**src/rtl/mouse_master_ctrl_if.sv**
```systemverilog
// mouse_master_ctrl_if: transmitter/receiver handshake and mouse data bus of the PS/2 mouse host controller
interface mouse_master_ctrl_if;
   logic       SEND_BYTE;
   logic [7:0] BYTE_TO_SEND;
   logic       BYTE_SENT;
   logic       READ_ENABLE;
   logic [7:0] BYTE_READ;
   logic [1:0] BYTE_ERROR_CODE;
   logic       BYTE_READY;
   logic [7:0] MOUSE_STATUS;
   logic [7:0] MOUSE_DX;
   logic [7:0] MOUSE_DY;
   logic [7:0] MOUSE_DZ;
   logic       SEND_INTERRUPT;
   logic       INIT_DONE;
   logic       INIT_FAIL;
   logic       WHEEL_MODE;
   logic [3:0] RETRY_COUNT;
   logic [3:0] CURR_STATE;
   modport master (
      output SEND_BYTE, BYTE_TO_SEND, READ_ENABLE, MOUSE_STATUS, MOUSE_DX, MOUSE_DY, MOUSE_DZ,
             SEND_INTERRUPT, INIT_DONE, INIT_FAIL, WHEEL_MODE, RETRY_COUNT, CURR_STATE,
      input  BYTE_SENT, BYTE_READ, BYTE_ERROR_CODE, BYTE_READY
   );
   modport slave (
      input  SEND_BYTE, BYTE_TO_SEND, READ_ENABLE, MOUSE_STATUS, MOUSE_DX, MOUSE_DY, MOUSE_DZ,
             SEND_INTERRUPT, INIT_DONE, INIT_FAIL, WHEEL_MODE, RETRY_COUNT, CURR_STATE,
      output BYTE_SENT, BYTE_READ, BYTE_ERROR_CODE, BYTE_READY
   );
endinterface

```
**src/rtl/mouse_master_ctrl.sv**
```systemverilog
// mouse_master_ctrl: PS/2 mouse host FSM (init script with retries, packet streaming); MOUSE_WHEEL_EN enables IntelliMouse wheel detection
module mouse_master_ctrl #(
   parameter int         INIT_WAIT_CYCLES   = 1000000,
   parameter int         RSP_TIMEOUT_CYCLES = 2000000,
   parameter int         PKT_GAP_CYCLES     = 100000,
   parameter int         MAX_RETRIES        = 3,
   parameter logic [7:0] SAMPLE_RATE        = 8'd100
) (
   input logic CLK,
   input logic RESET,
   mouse_master_ctrl_if.master bus
);
`ifdef MOUSE_WHEEL_EN
   localparam bit WHEEL_EN = 1'b1;
`else
   localparam bit WHEEL_EN = 1'b0;
`endif
   localparam logic [23:0] WAIT_LIM = 24'(INIT_WAIT_CYCLES - 1);
   localparam logic [23:0] RSP_LIM  = 24'(RSP_TIMEOUT_CYCLES - 1);
   localparam logic [23:0] GAP_LIM  = 24'(PKT_GAP_CYCLES - 1);
   typedef enum logic [3:0] {WAIT, SEND, WAIT_SENT, WAIT_RSP, STREAM, IRQ, FAIL} state_t;
   typedef enum logic [1:0] {K_SEND, K_EXP, K_ID, K_END} kind_t;
   typedef struct packed {
      kind_t      k;
      logic [7:0] b;
   } step_t;
   state_t          state_q, state_d;
   logic [23:0]     cnt_q, cnt_d;
   logic [4:0]      step_q, step_d;
   logic [1:0]      idx_q, idx_d;
   logic [3:0][7:0] shadow_q, shadow_d;
   logic [3:0][7:0] out_q, out_d;
   logic [3:0]      retry_q, retry_d;
   logic [7:0]      tx_q, tx_d;
   logic            wheel_q, wheel_d;
   logic            send_q, send_d;
   logic            rd_en_q, rd_en_d;
   logic            irq_q, irq_d;
   logic            done_q, done_d;
   logic            fail_q, fail_d;
   logic            clr, init_err, rx_ok, hit;
   logic [1:0]      last;
   step_t           cur, nxt, snd;
   // Init script: base steps, with the wheel knock sequence spliced in after "expect 00"
   function automatic step_t step_at(input logic [4:0] i);
      step_t      s;
      logic [4:0] w, j;
      w = i - 5'd4;
      j = (WHEEL_EN && i >= 5'd19) ? i - 5'd15 : i;
      s.k = K_END;
      s.b = 8'h00;
      if (WHEEL_EN && i >= 5'd4 && i < 5'd19) begin
         s.k = (w == 5'd14) ? K_ID : w[0] ? K_EXP : K_SEND;
         case (w[3:1])
            3'd1:    s.b = 8'hC8;
            3'd3:    s.b = 8'h64;
            3'd5:    s.b = 8'h50;
            3'd6:    s.b = 8'hF2;
            default: s.b = 8'hF3;
         endcase
         if (w[0]) s.b = 8'hFA;
      end else begin
         case (j)
            5'd0: begin s.k = K_SEND; s.b = 8'hFF; end
            5'd1: begin s.k = K_EXP;  s.b = 8'hFA; end
            5'd2: begin s.k = K_EXP;  s.b = 8'hAA; end
            5'd3: begin s.k = K_EXP;  s.b = 8'h00; end
            5'd4: begin s.k = K_SEND; s.b = 8'hF3; end
            5'd5: begin s.k = K_EXP;  s.b = 8'hFA; end
            5'd6: begin s.k = K_SEND; s.b = SAMPLE_RATE; end
            5'd7: begin s.k = K_EXP;  s.b = 8'hFA; end
            5'd8: begin s.k = K_SEND; s.b = 8'hF4; end
            5'd9: begin s.k = K_EXP;  s.b = 8'hFA; end
            default: s.k = K_END;
         endcase
      end
      return s;
   endfunction
   // Next-state, script sequencing, packet assembly and registered-output values
   always_comb begin
      state_d  = state_q;
      step_d   = step_q;
      idx_d    = idx_q;
      shadow_d = shadow_q;
      retry_d  = retry_q;
      wheel_d  = wheel_q;
      clr      = 1'b0;
      init_err = 1'b0;
      cur      = step_at(step_q);
      nxt      = step_at(step_q + 5'd1);
      rx_ok    = bus.BYTE_ERROR_CODE == 2'b00;
      hit      = (cur.k == K_ID) ? (bus.BYTE_READ == 8'h03 || bus.BYTE_READ == 8'h00) : (bus.BYTE_READ == cur.b);
      last     = wheel_q ? 2'd3 : 2'd2;
      case (state_q)
         WAIT: begin
            if (cnt_q >= WAIT_LIM) begin
               state_d = SEND;
               step_d  = 5'd0;
            end
         end
         SEND: state_d = WAIT_SENT;
         WAIT_SENT: begin
            if (bus.BYTE_SENT) begin
               step_d  = step_q + 5'd1;
               state_d = WAIT_RSP;
            end else if (cnt_q >= RSP_LIM) init_err = 1'b1;
         end
         WAIT_RSP: begin
            if (bus.BYTE_READY && rx_ok && hit) begin
               step_d  = step_q + 5'd1;
               clr     = 1'b1;
               if (cur.k == K_ID) wheel_d = bus.BYTE_READ == 8'h03;
               state_d = (nxt.k == K_SEND) ? SEND : (nxt.k == K_END) ? STREAM : WAIT_RSP;
               if (nxt.k == K_END) begin
                  retry_d = 4'd0;
                  idx_d   = 2'd0;
               end
            end else if (bus.BYTE_READY || cnt_q >= RSP_LIM) init_err = 1'b1;
         end
         STREAM: begin
            if (bus.BYTE_READY && !rx_ok) state_d = WAIT;
            else if (bus.BYTE_READY && (idx_q != 2'd0 || bus.BYTE_READ[3])) begin
               shadow_d[idx_q] = bus.BYTE_READ;
               clr             = 1'b1;
               idx_d           = (idx_q == last) ? 2'd0 : idx_q + 2'd1;
               if (idx_q == last) state_d = IRQ;
            end else if (!bus.BYTE_READY && idx_q != 2'd0 && cnt_q >= GAP_LIM) begin
               idx_d = 2'd0;
               clr   = 1'b1;
            end
         end
         IRQ: begin
            state_d = STREAM;
            idx_d   = 2'd0;
         end
         FAIL:    state_d = FAIL;
         default: state_d = WAIT;
      endcase
      if (init_err) begin
         retry_d = retry_q + 4'd1;
         state_d = (retry_d == 4'(MAX_RETRIES)) ? FAIL : WAIT;
      end
      cnt_d   = (clr || state_d != state_q) ? 24'd0 : cnt_q + {23'd0, ~&cnt_q};
      snd     = step_at(step_d);
      send_d  = state_d == SEND;
      tx_d    = send_d ? snd.b : tx_q;
      rd_en_d = state_d != WAIT && state_d != FAIL;
      irq_d   = state_d == IRQ;
      done_d  = state_d == STREAM || state_d == IRQ;
      fail_d  = state_d == FAIL;
      out_d   = irq_d ? {wheel_q ? shadow_d[3] : 8'h00, shadow_d[2:0]} : out_q;
   end
   // State and output registers with synchronous reset
   always_ff @(posedge CLK) begin
      if (RESET) begin
         state_q  <= WAIT;
         cnt_q    <= 24'd0;
         step_q   <= 5'd0;
         idx_q    <= 2'd0;
         shadow_q <= '0;
         out_q    <= '0;
         retry_q  <= 4'd0;
         tx_q     <= 8'hFF;
         wheel_q  <= 1'b0;
         send_q   <= 1'b0;
         rd_en_q  <= 1'b0;
         irq_q    <= 1'b0;
         done_q   <= 1'b0;
         fail_q   <= 1'b0;
      end else begin
         state_q  <= state_d;
         cnt_q    <= cnt_d;
         step_q   <= step_d;
         idx_q    <= idx_d;
         shadow_q <= shadow_d;
         out_q    <= out_d;
         retry_q  <= retry_d;
         tx_q     <= tx_d;
         wheel_q  <= wheel_d;
         send_q   <= send_d;
         rd_en_q  <= rd_en_d;
         irq_q    <= irq_d;
         done_q   <= done_d;
         fail_q   <= fail_d;
      end
   end
   assign bus.SEND_BYTE      = send_q;
   assign bus.BYTE_TO_SEND   = tx_q;
   assign bus.READ_ENABLE    = rd_en_q;
   assign bus.MOUSE_STATUS   = out_q[0];
   assign bus.MOUSE_DX       = out_q[1];
   assign bus.MOUSE_DY       = out_q[2];
   assign bus.MOUSE_DZ       = out_q[3];
   assign bus.SEND_INTERRUPT = irq_q;
   assign bus.INIT_DONE      = done_q;
   assign bus.INIT_FAIL      = fail_q;
   assign bus.WHEEL_MODE     = wheel_q;
   assign bus.RETRY_COUNT    = retry_q;
   assign bus.CURR_STATE     = state_q;
endmodule
```
**src/flat_wrapper.sv**
```systemverilog
// flat-port wrapper written by rule: the top's interface ports become plain ports
module mouse_master_ctrl_flat 
#(
   parameter int         INIT_WAIT_CYCLES   = 1000000,
   parameter int         RSP_TIMEOUT_CYCLES = 2000000,
   parameter int         PKT_GAP_CYCLES     = 100000,
   parameter int         MAX_RETRIES        = 3,
   parameter logic [7:0] SAMPLE_RATE        = 8'd100
)
  (CLK, RESET, bus_SEND_BYTE, bus_BYTE_TO_SEND, bus_READ_ENABLE, bus_MOUSE_STATUS, bus_MOUSE_DX, bus_MOUSE_DY, bus_MOUSE_DZ, bus_SEND_INTERRUPT, bus_INIT_DONE, bus_INIT_FAIL, bus_WHEEL_MODE, bus_RETRY_COUNT, bus_CURR_STATE, bus_BYTE_SENT, bus_BYTE_READ, bus_BYTE_ERROR_CODE, bus_BYTE_READY);
  mouse_master_ctrl_if bus_i ();
  input logic CLK;
  input logic RESET;
  output wire logic [$bits(bus_i.SEND_BYTE)-1:0] bus_SEND_BYTE;
  output wire logic [$bits(bus_i.BYTE_TO_SEND)-1:0] bus_BYTE_TO_SEND;
  output wire logic [$bits(bus_i.READ_ENABLE)-1:0] bus_READ_ENABLE;
  output wire logic [$bits(bus_i.MOUSE_STATUS)-1:0] bus_MOUSE_STATUS;
  output wire logic [$bits(bus_i.MOUSE_DX)-1:0] bus_MOUSE_DX;
  output wire logic [$bits(bus_i.MOUSE_DY)-1:0] bus_MOUSE_DY;
  output wire logic [$bits(bus_i.MOUSE_DZ)-1:0] bus_MOUSE_DZ;
  output wire logic [$bits(bus_i.SEND_INTERRUPT)-1:0] bus_SEND_INTERRUPT;
  output wire logic [$bits(bus_i.INIT_DONE)-1:0] bus_INIT_DONE;
  output wire logic [$bits(bus_i.INIT_FAIL)-1:0] bus_INIT_FAIL;
  output wire logic [$bits(bus_i.WHEEL_MODE)-1:0] bus_WHEEL_MODE;
  output wire logic [$bits(bus_i.RETRY_COUNT)-1:0] bus_RETRY_COUNT;
  output wire logic [$bits(bus_i.CURR_STATE)-1:0] bus_CURR_STATE;
  input wire logic [$bits(bus_i.BYTE_SENT)-1:0] bus_BYTE_SENT;
  input wire logic [$bits(bus_i.BYTE_READ)-1:0] bus_BYTE_READ;
  input wire logic [$bits(bus_i.BYTE_ERROR_CODE)-1:0] bus_BYTE_ERROR_CODE;
  input wire logic [$bits(bus_i.BYTE_READY)-1:0] bus_BYTE_READY;
  assign bus_SEND_BYTE = bus_i.SEND_BYTE;
  assign bus_BYTE_TO_SEND = bus_i.BYTE_TO_SEND;
  assign bus_READ_ENABLE = bus_i.READ_ENABLE;
  assign bus_MOUSE_STATUS = bus_i.MOUSE_STATUS;
  assign bus_MOUSE_DX = bus_i.MOUSE_DX;
  assign bus_MOUSE_DY = bus_i.MOUSE_DY;
  assign bus_MOUSE_DZ = bus_i.MOUSE_DZ;
  assign bus_SEND_INTERRUPT = bus_i.SEND_INTERRUPT;
  assign bus_INIT_DONE = bus_i.INIT_DONE;
  assign bus_INIT_FAIL = bus_i.INIT_FAIL;
  assign bus_WHEEL_MODE = bus_i.WHEEL_MODE;
  assign bus_RETRY_COUNT = bus_i.RETRY_COUNT;
  assign bus_CURR_STATE = bus_i.CURR_STATE;
  assign bus_i.BYTE_SENT = bus_BYTE_SENT;
  assign bus_i.BYTE_READ = bus_BYTE_READ;
  assign bus_i.BYTE_ERROR_CODE = bus_BYTE_ERROR_CODE;
  assign bus_i.BYTE_READY = bus_BYTE_READY;
  mouse_master_ctrl #(.INIT_WAIT_CYCLES(INIT_WAIT_CYCLES), .RSP_TIMEOUT_CYCLES(RSP_TIMEOUT_CYCLES), .PKT_GAP_CYCLES(PKT_GAP_CYCLES), .MAX_RETRIES(MAX_RETRIES), .SAMPLE_RATE(SAMPLE_RATE)) u_core (.CLK(CLK), .RESET(RESET), .bus(bus_i));
endmodule
```
**config.mk**
```make
export PLATFORM = sky130hd
export DESIGN_NAME = mouse_master_ctrl_flat
export DESIGN_NICKNAME = d
export VERILOG_FILES = /design/src/rtl/mouse_master_ctrl_if.sv /design/src/rtl/mouse_master_ctrl.sv /design/src/flat_wrapper.sv
export SDC_FILE = /design/constraint.sdc
export NUM_CORES = 1
export LEC_CHECK = 0
export BUFFER_PORTS_ARGS = -buffer_cell sky130_fd_sc_hd__clkbuf_2
export CAP_MARGIN = 15
export CORE_MARGIN = 2
export CORE_UTILIZATION = 40
export CTS_CLUSTER_SIZE = 8
export DETAILED_ROUTE_END_ITERATION = 10
export MAX_ROUTING_LAYER = met4
export PLACE_DENSITY = 0.69
export SLEW_MARGIN = 20
export SYNTH_ARGS = -nofsm -noshare
export SYNTH_HDL_FRONTEND = slang
export SYNTH_SLANG_ARGS = --single-unit
export TNS_END_PERCENT = 1
```
**constraint.sdc**
```tcl
create_clock -name CLK -period 9.9 [get_ports CLK]
set_input_delay 2.97 -clock CLK [delete_from_list [all_inputs] [get_ports CLK]]
set_output_delay 2.97 -clock CLK [all_outputs]
set_load 0.02 [all_outputs]
```
==> impl_metrics.py, run 1 <==
metrics = {
    "final_layout": {
        "regArea_sq_um": 2340,
        "final_util_pct": 48.0,
        "fin_nets": 723,
        "num_antenna_cells": 0,
        "fillers": 1228,
        "drive_above_1_share_pct": 17.5,
        "design_area_sq_um": 6590,
        "syn_to_final_growth_pct": 18.4,
        "multiInputGateArea_sq_um": 2990,
    },
    "timing": {
        "rsz0062_at_grt": "false",
        "post-route-period-util_pct": 67.3,
        "min_period_ps": 6660,
        "fmax_ghz": 0.150,
        "worstMarginPinSlew_ps": 951,
        "slew_viol_final": 0,
        "clock_skew_ps": 7.75,
        "max-slew-margin-rel_pct": 36.6,
        "setup_tns_ps": 0,
        "hold_viol": 0,
        "whs_ps": 444,
        "setup_viol_count_final": 0,
    },
    "floorplanning": {
        "die_width_um": 122,
        "initial_core_util_pct": 40.6,
        "dieHeight_um": 122,
        "rows": 43,
        "dieArea_sq_um": 14900,
        "core-area_sq_um": 13700,
        "ios": 68,
    },
    "route": {
        "drt_iter0_drc": 471,
        "vias": 4957,
        "wl_per_cell_um": 15.5,
        "dr.pass1.iters": 5,
        "drt_wl_total_mm": 13.8,
        "route.detailed.drc": 0,
        "drt-vias-per-instance": 5.57,
        "drt.antenna.violating_nets": 0,
    },
    "synth": {
        "syn_area_per_cell_sq_um": 8.55,
        "synth.cell_area_sq_um": 5570,
        "synth.distinct_cells": 78,
        "yosysWarnings": 0,
        "synth_top_area_share_pct": 42.1,
        "synth_top_cells_by_count": "dfxtp_1 (117), nor2_1 (85), nand2_1 (63)",
        "ys.flop_type": "dfxtp_1",
        "synth_edf_count": 0,
        "synth_cells": 651,
        "synth.ff_latch_count": 117,
        "synth_nets": 677,
        "synthTopCellsByArea": "dfxtp_1 (42%), nor2_1 (5.7%), nand2_1 (4.2%), nand3_1 (4.2%), o22a_1 (3.8%)",
        "synth_most_common_cell": "dfxtp_1",
        "yosysSeqAreaShare_pct": 42.1,
        "async_reset_ff_share_pct": 0,
        "synth_top_area_cell": "dfxtp_1",
    },
    "pwr": {
        "ir_drop_uv": 109,
        "leakage_nw": 2.69,
        "power_density_nw_per_um2": 173,
    },
    "placed_design": {
        "io_buffers": 67,
        "place_area_sq_um": 5950,
        "place_congestion": 0.932,
        "hpwl_mm": 9.52,
    },
    "worst_setup_path": {
        "setup.worst_path.end_class": "flop",
        "r2r_slack_ps": 5310,
        "required_ps": 10240,
        "startpoint_type": "input pin",
        "critPathKind": "input pin to flop",
        "critPathMaxFanout": 30,
        "critPathArrivalTime_ps": 7000,
    },
    "global_routing": {
        "grt_max_degree": 55,
        "antenna_found_initial": 0,
        "grt_usage_pct": 19.4,
        "grt-ovfl-total": 0,
        "grt_first_pass_wirelength_mm": 22.4,
        "grt_pass1_vias": 4674,
    },
    "cts": {
        "cts_max_path_buffers": 2,
        "cts_sinks": 117,
        "insertion_delay_ps": 410,
        "holdBufCountCts": 0,
        "cts_root_buffer": "clkbuf_16",
        "cts_max_level": 4,
        "path_clk_slew_ps": 60,
        "cts_tree": "built",
        "cts_setup_buffers": 0,
        "cts_made_buffers": 17,
        "post_cts_resize_count": 0,
    },
    "hold_path": {
        "hold_path_class": "flop to flop",
    },
    "job": {
        "cap_violations": 0,
    },
    "outcome": {
        "status": "completed",
    },
}
==> registers in the layout (all words and copies together) (netlist names), 2 cells and up <==
register / count
u_core.shadow_q: 32
u_core.cnt_q: 24
u_core.bus.BYTE_TO_SEND: 8
u_core.bus.MOUSE_DX: 8
u_core.bus.MOUSE_DY: 8
u_core.bus.MOUSE_DZ: 8
u_core.bus.MOUSE_STATUS: 8
u_core.step_q: 5
u_core.bus.CURR_STATE: 4
u_core.bus.RETRY_COUNT: 4
u_core.idx_q: 2
==> area by class of cell <==
cell class | instances | area share [%]
multi-input combinational | 477 | 45.4
sequential | 117 | 35.6
clock buffer | 22 | 7.35
timing repair buffer | 68 | 5.20
tap | 180 | 3.42
clock inverter | 10 | 2.17
inverter | 16 | 0.912
==> stage by stage <==
step	power [mW]	instances	worst slack, ps
6_report	1.14	890	3240
5_1_grt	1.17	890	2900
4_1_cts	1.15	890	2930
3_5_place_dp	0.506	858	2530
3_3_place_gp	0.505	858	2710
2_1_floorplan	0.496	651	4500
==> final timing paths <==
check / endpoint / cells after the start / from
worst min-delay path: u_core.bus.BYTE_TO_SEND[2] / 2 / u_core.bus.BYTE_TO_SEND[2]
worst max register to register: u_core.cnt_q[15] / 11 / u_core.idx_q[0]
worst min register to register: u_core.bus.BYTE_TO_SEND[2] / 2 / u_core.bus.BYTE_TO_SEND[2]
worst max-delay path: u_core.cnt_q[15] / 10 / bus_BYTE_READY
==> cells by family after synthesis <==
group | share of synthesized area, %
other | 0.0674
XOR/XNOR | 5.04
multiplexers | 2.23
flip-flops | 42.1
AND/OR/NAND/NOR | 23.6
AO/OA/AOI/OAI | 20.0
adder cells (fa/ha/maj) | 2.70
buffers and inverters | 4.34
==> layout by cell type (no fill, tap or decap), types with 10 or more instances in the layout <==
| cell type | count |
|---|---|
| nor2_1 | 84 |
| xor2_1 | 18 |
| o22a_1 | 24 |
| clkbuf_16 | 17 |
| a21oi_1 | 40 |
| inv_1 | 16 |
| ha_1 | 12 |
| xnor2_1 | 14 |
| nand2_1 | 63 |
| clkbuf_2 | 67 |
| dfxtp_1 | 117 |
| nor3_1 | 10 |
| nand3_1 | 47 |
| nand4_1 | 11 |
==> per-layer routing <==
layer  global-route usage, %  vias up  share of wire (%)
met3                    4.73       27                5.6
met5                       -        -                  0
met4                    7.11        0                1.7
met1                    23.6     2348                 43
met2                    31.3      169                 49
li1                        -     2413                  -
==> critical path, cell delays in order <==
cell and delay (ps):
clkbuf_2 130, or3b_1 370, nor3_1 300, and2_1 810, and3_2 760, nor2_1 190
a311oi_2 480, nor2_1 80, a2111o_1 680, nor2_1 220
==> power breakdown <==
| group | internal, mW | total (mW) | switching, mW |
|---|---|---|---|
| sequential | 0.472 | 0.473 | 0.000883 |
| combinational | 0.00638 | 0.0238 | 0.0174 |
| clock | 0.424 | 0.643 | 0.219 |
Power figures use the tool's default switching activity.
==> run 2: changes to the inputs <==
--- a/config.mk
+++ b/config.mk
@@ -5,6 +5,7 @@
 export SDC_FILE = /design/constraint.sdc
 export NUM_CORES = 1
 export LEC_CHECK = 0
+export ABC_AREA = 1
 export BUFFER_PORTS_ARGS = -buffer_cell sky130_fd_sc_hd__clkbuf_2
 export CAP_MARGIN = 15
 export CORE_MARGIN = 2
==> constraint.sdc (replaced) <==
create_clock -name CLK -period 6.7 [get_ports CLK]
set_input_delay 2.01 -clock CLK [delete_from_list [all_inputs] [get_ports CLK]]
set_output_delay 2.01 -clock CLK [all_outputs]
set_load 0.02 [all_outputs]
==> run 2 against run 1 <==
  * Sequential power increased by 48%
  * Setup slack worse by 720 ps
  * Utilization increased by 0.30 points
  * Sequential cell count is the same
  * Cell count increased by 18%
  * Critical path depth grew 7
  * Via count grew 3.7%
  * Synthesized cell count rose by 22%
  * Clock skew is 8.7 ps higher
  * Largest power group unchanged
==> impl_metrics.py, run 2 <==
metrics = {
    "synth": {
        "yosysWarnings": 0,
        "synth.ff_latch_count": 117,
        "synthTopCellsByArea": "dfxtp_1 (40%), nor2_1 (8.4%), nand2_1 (7.7%), inv_1 (6.0%), mux2i_1 (4.7%)",
        "synth_top_area_cell": "dfxtp_1",
        "synth.distinct_cells": 48,
        "synth_top_area_share_pct": 39.5,
        "synth_most_common_cell": "nor2_1",
        "async_reset_ff_share_pct": 0,
        "syn_area_per_cell_sq_um": 7.49,
        "ys.flop_type": "dfxtp_1",
        "synth_cells": 791,
        "synth_nets": 817,
        "synth_top_cells_by_count": "nor2_1 (133), nand2_1 (121), dfxtp_1 (117)",
        "synth_edf_count": 0,
        "yosysSeqAreaShare_pct": 39.5,
        "synth.cell_area_sq_um": 5930,
    },
    "worst_setup_path": {
        "critPathMaxFanout": 11,
        "required_ps": 7010,
        "critPathKind": "input pin to flop",
        "setup.worst_path.end_class": "flop",
        "startpoint_type": "input pin",
        "critPathArrivalTime_ps": 4500,
    },
    "outcome": {
        "status": "completed",
    },
    "timing": {
        "rsz0062_at_grt": "false",
        "clock_skew_ps": 16.4,
        "post-route-period-util_pct": 62.5,
        "min_period_ps": 4190,
        "worstMarginPinSlew_ps": 814,
        "slew_viol_final": 0,
        "setup_viol_count_final": 0,
        "setup_slack_ps": 2510,
        "hold_viol": 0,
        "fmax_ghz": 0.239,
        "setup_tns_ps": 0,
        "max-slew-margin-rel_pct": 45.5,
    },
    "route": {
        "wl_per_cell_um": 13.1,
        "vias": 5140,
        "drt_wl_total_mm": 13.8,
        "drt.antenna.violating_nets": 0,
        "drt_iter0_drc": 363,
        "route.detailed.drc": 0,
        "drt-vias-per-instance": 4.88,
        "dr.pass1.iters": 4,
    },
    "floorplanning": {
        "core-area_sq_um": 14500,
        "initial_core_util_pct": 40.8,
        "dieArea_sq_um": 15800,
        "dieHeight_um": 126,
        "die_width_um": 126,
        "ios": 68,
        "rows": 44,
    },
    "global_routing": {
        "grt_max_degree": 79,
        "grt_first_pass_wirelength_mm": 23.4,
        "grt-ovfl-total": 0,
        "antenna_found_initial": 0,
        "grt_pass1_vias": 4836,
        "grt_usage_pct": 18.7,
    },
    "cts": {
        "cts_max_path_buffers": 2,
        "path_clk_slew_ps": 60,
        "cts_setup_buffers": 0,
        "insertion_delay_ps": 430,
        "post_cts_resize_count": 0,
        "holdBufCountCts": 0,
        "cts_sinks": 117,
        "cts_tree": "built",
        "cts_made_buffers": 17,
        "cts_root_buffer": "clkbuf_16",
        "cts_max_level": 4,
    },
    "final_layout": {
        "num_antenna_cells": 0,
        "top_regs": "u_core.shadow_q x32, u_core.cnt_q x24",
        "regMostFlops": "u_core.shadow_q",
        "final_common_cell": "nor2_1",
        "mostFrequentLayoutCells": "nor2_1 (133), nand2_1 (121), dfxtp_1 (117)",
        "syn_to_final_growth_pct": 18.4,
        "drive_above_1_share_pct": 18.1,
        "fin_nets": 882,
        "largest_register_ffs": 32,
        "final_util_pct": 48.3,
    },
    "placed_design": {
        "pre_cts_ws_ps": 2090,
        "hpwl_mm": 9.77,
        "io_buffers": 67,
        "place_congestion": 0.865,
    },
    "hold_path": {
        "hold_path_class": "flop to flop",
    },
    "pwr": {
        "power_density_nw_per_um2": 252,
        "leakage_nw": 3.20,
        "ir_drop_uv": 184,
    },
    "job": {
        "cap_violations": 0,
    },
}
## run 2: cells by family after synthesis
logic type / Yosys count / synth area share, %
AOI/OAI and AO/OA: 97 / 10.6
xor gates and xnor gates: 25 / 3.69
adders and majority gates: 12 / 2.53
buffers and inverters: 128 / 8.86
DFF: 117 / 39.5
muxes: 28 / 4.73
other: 1 / 0.0633
and+or+nand+nor: 383 / 30.0
## run 2: metal layers
layer	track usage, %	vias up	share of wire (%)
met5	-	-	0
met2	27.5	82	44
met4	4.85	0	0.83
met1	25.3	2335	51
met3	5.40	11	4.2
li1	-	2712	-
## run 2: layout make-up
type                       count  area (sq um)
clock inverter                15           210
inverter                     105           398
tap                          184           230
timing repair buffer          69           350
sequential                   117          2340
clock buffer                  17           425
fill                        1446          7510
multi-input combinational    546          3070
## run 2: path summary, 6_finish.rpt
check | start | to | slack (ps) | depth (start not counted)
setup / recovery | bus_BYTE_ERROR_CODE[1] | u_core.bus.BYTE_TO_SEND[6] | 2510 | 17
hold / removal | u_core.shadow_q[3] | u_core.shadow_q[3] | 460 | 2
setup reg to reg | u_core.step_q[1] | u_core.bus.BYTE_TO_SEND[6] | 3270 | 20
hold reg to reg | u_core.shadow_q[3] | u_core.shadow_q[3] | 460 | 2
## run 2: per-stage QoR
stage                     total power [mW]  hold WS (ps)  instance area, sq um  cells
after floorplan                      0.787           435                  5930    791
after global routing                  1.83           517                  7020   1053
after detailed placement             0.808           447                  6390   1021
final                                 1.77           464                  7020   1053
after CTS                             1.79           464                  7020   1053
after global placement               0.807           450                  6390   1021
## run 2: worst max-delay path, cell delays in order
cell	delay, ps
clkbuf_2	80
nor2_1	240
nand2_1	80
inv_1	80
nand3_1	90
inv_1	60
nand2_1	40
nor2_1	150
nand3_4	120
o211ai_2	100
nand2_4	100
nand2_2	90
nand3_2	90
nor2_1	620
inv_1	260
a21oi_1	190
nand2_1	80
## run 2: power breakdown
group | internal (mW) | switching [mW] | total, mW | leakage (nW)
clock | 0.603 | 0.374 | 0.977 | 0.312
combinational | 0.0260 | 0.0652 | 0.0912 | 1.94
sequential | 0.698 | 0.00446 | 0.702 | 0.944
total | 1.33 | 0.444 | 1.77 | 3.20
==> run 3: changes to the inputs <==
--- a/config.mk
+++ b/config.mk
@@ -5,7 +5,7 @@
 export SDC_FILE = /design/constraint.sdc
 export NUM_CORES = 1
 export LEC_CHECK = 0
-export ABC_AREA = 1
+export ABC_AREA = 0
 export BUFFER_PORTS_ARGS = -buffer_cell sky130_fd_sc_hd__clkbuf_2
 export CAP_MARGIN = 15
 export CORE_MARGIN = 2
@@ -13,7 +13,7 @@
 export CTS_CLUSTER_SIZE = 8
 export DETAILED_ROUTE_END_ITERATION = 10
 export MAX_ROUTING_LAYER = met4
-export PLACE_DENSITY = 0.69
+export PLACE_DENSITY = 0.72
 export SLEW_MARGIN = 20
 export SYNTH_ARGS = -nofsm -noshare
 export SYNTH_HDL_FRONTEND = slang
==> constraint.sdc (replaced) <==
create_clock -name CLK -period 3.6 [get_ports CLK]
set_input_delay 1.08 -clock CLK [delete_from_list [all_inputs] [get_ports CLK]]
set_output_delay 1.08 -clock CLK [all_outputs]
set_load 0.02 [all_outputs]
==> run 3 against run 2 <==
  * Final area shrank 1.8%
  * Critical path depth shrank 7
  * Clock skew shrank 5.6 ps
  * Clock power grew 79%
  * Utilization grew 2.0 points
  * Power grew 77%
  * Via count shrank 1.7%
  * Setup slack lost 2300 ps
  * Critical path type is now flop to flop
==> impl_metrics.py, run 3 (synthesis results as in run 1) <==
metrics = {
    "global_routing": {
        "grt_pass1_vias": 4709,
        "grt-ovfl-total": 0,
        "grt_usage_pct": 20.2,
        "grt_max_degree": 38,
        "grt_first_pass_wirelength_mm": 23.0,
        "antenna_found_initial": 0,
    },
    "pwr": {
        "ir_drop_uv": 331,
        "intPower_mw": 2.47,
        "clockPowerShare_pct": 55.9,
        "sequentialPowerShare_pct": 41.6,
        "p_sw_share_pct": 21.1,
        "power_density_nw_per_um2": 453,
        "combPwrFrac_pct": 2.5,
        "switchingPower_mw": 0.660,
        "leakage_nw": 2.88,
    },
    "worst_setup_path": {
        "setup.worst_path.end_class": "flop",
        "cp_num_buf_inv": 1,
        "r2r_cells": 10,
        "worst_path_max_delay_cell": "or4b_4",
        "critPathMaxFanout": 9,
        "required_ps": 3950,
        "startpoint_type": "flop",
        "r2r_slack_ps": 220,
        "r2r-end": "u_core.bus.MOUSE_DZ[0]",
        "critPathLaunch": "u_core.step_q[1]",
        "max_stage_delay_ps": 620,
        "reg2reg_from": "u_core.step_q[1]",
        "critPathArrivalTime_ps": 3730,
        "path_delay_family": "compound AO/OA/AOI/OAI gates",
        "path_cells": "inv_1, ha_1, a211o_1, a2111o_1, nand3_2, o2111ai_2, o31a_1, a311o_1, or4b_4, o21ai_2",
        "critPathKind": "flop to flop",
    },
    "floorplanning": {
        "dieHeight_um": 122,
        "die_width_um": 122,
        "initial_core_util_pct": 40.6,
        "rows": 43,
        "dieArea_sq_um": 14900,
        "ios": 68,
        "core-area_sq_um": 13700,
    },
    "placed_design": {
        "io_buffers": 67,
        "place_inst": 897,
        "place_congestion": 0.915,
        "place_area_sq_um": 6270,
        "hpwl_mm": 9.72,
    },
    "cts": {
        "cts_max_path_buffers": 2,
        "path_clk_slew_ps": 60,
        "cts_max_level": 4,
        "insertion_delay_ps": 420,
        "cts_tree": "built",
        "holdBufCountCts": 0,
        "cts_sinks": 117,
        "cts_root_buffer": "clkbuf_16",
        "cts_made_buffers": 17,
    },
    "final_layout": {
        "syn_to_final_growth_pct": 23.9,
        "final_util_pct": 50.3,
        "fin_nets": 762,
        "final_cells": 929,
        "design_area_sq_um": 6900,
        "regMostFlops": "u_core.shadow_q",
        "drive_above_1_share_pct": 21.9,
        "top_regs": "u_core.shadow_q x32, u_core.cnt_q x24",
        "num_antenna_cells": 0,
        "final_common_cell": "dfxtp_1",
        "mostFrequentLayoutCells": "dfxtp_1 (116), nor2_1 (84), clkbuf_2 (67)",
        "fillers": 1326,
        "largest_register_ffs": 32,
    },
    "timing": {
        "setup_tns_ps": 0,
        "clock_skew_ps": 10.8,
        "worstMarginPinSlew_ps": 658,
        "post-route-period-util_pct": 93.9,
        "whs_ps": 444,
        "slew_viol_final": 0,
        "setup_viol_count_final": 0,
        "min_period_ps": 3380,
        "hold_viol": 0,
        "max-slew-margin-rel_pct": 55.0,
        "fmax_ghz": 0.296,
        "rsz0062_at_grt": "false",
    },
    "route": {
        "drt_wl_total_mm": 13.9,
        "route.detailed.drc": 0,
        "vias": 5055,
        "drt_iter0_drc": 355,
        "drt-vias-per-instance": 5.44,
        "wl_per_cell_um": 14.9,
        "drt.antenna.violating_nets": 0,
        "dr.pass1.iters": 5,
    },
    "hold_path": {
        "hold_path_class": "flop to flop",
        "min_path_cells": 2,
        "hp-start": "u_core.bus.BYTE_TO_SEND[2]",
        "holdPathEnd": "u_core.bus.BYTE_TO_SEND[2]",
    },
    "outcome": {
        "status": "completed",
    },
    "job": {
        "cap_violations": 0,
    },
}
-- run 3: changes by cell type in the layout (fill, tap and decap cells not counted), sizes merged, moves of 6 or more --
cell	previous run	this run
a211oi	24	7
a21oi	23	41
buf	2	40
inv	112	17
mux2i	28	9
nand2	129	63
nand3	54	48
nand4	18	11
nor2	161	85
nor2b	0	9
o21ai	26	17
o22a	0	24
xnor2	3	14
-- run 3: worst max-delay path by stage --
stage	cells past startpoint	slack, ps	end
finish	10	220	u_core.bus.MOUSE_DZ[0]
detailed placement	9	-60	u_core.bus.MOUSE_DZ[1]
CTS	10	120	u_core.bus.MOUSE_DZ[0]
global placement	9	0.5	u_core.bus.MOUSE_DZ[2]
global route	13	90	u_core.bus.BYTE_TO_SEND[6]
floorplan	9	90	u_core.bus.MOUSE_DZ[0]
-- run 3: tightest hold or removal path: cells and delay by family, from the launching register on --
family / cells / cell delay [ps]
DFF: 1 / 300
and+or+nand+nor: 2 / 100
-- run 3: per-stage QoR --
| step | power [mW] | setup WS, ps |
|---|---|---|
| floorplan | 1.37 | 92.1 |
| global placement | 1.40 | 0.486 |
| detailed placement | 1.40 | -64.4 |
| CTS | 3.15 | 123 |
| global route | 3.22 | 85.2 |
| finish | 3.13 | 221 |
-- run 3: final cells by class --
| type | count | area [sq um] | share of cell area (%) |
|---|---|---|---|
| multi-input cells | 477 | 2990 | 43.3 |
| flip-flops and latches | 117 | 2340 | 34.0 |
| repair buffers | 107 | 661 | 9.58 |
| clock buffers | 21 | 470 | 6.82 |
| well taps | 180 | 225 | 3.27 |
| clock inverters | 11 | 149 | 2.16 |
| inverters | 16 | 60.1 | 0.871 |
-- run 3: routing by layer --
metal	up-vias	global-route usage (%)	part of all wire, %	wire length (um)
met4	0	8.76	2.3	318
met2	133	30.2	47	6460
met3	29	5.10	5.1	707
met1	2394	25.8	46	6390
li1	2499	-	-	-
met5	-	-	0	0
-- run 3: what timing repair did --
action / CTS / global route
setup buffers: 0 / 0
endpoints found under the setup margin: 0 / 2
gates resized for setup: 0 / 2
-- run 3: power by group through the flow --
stage	combinational [mW]	clock (mW)	sequential [mW]
2_1_floorplan	0.0384	0	1.33
3_3_place_gp	0.0767	0	1.33
3_5_place_dp	0.0767	0	1.33
4_1_cts	0.0774	1.78	1.30
5_1_grt	0.0839	1.84	1.30
6_report	0.0778	1.75	1.30
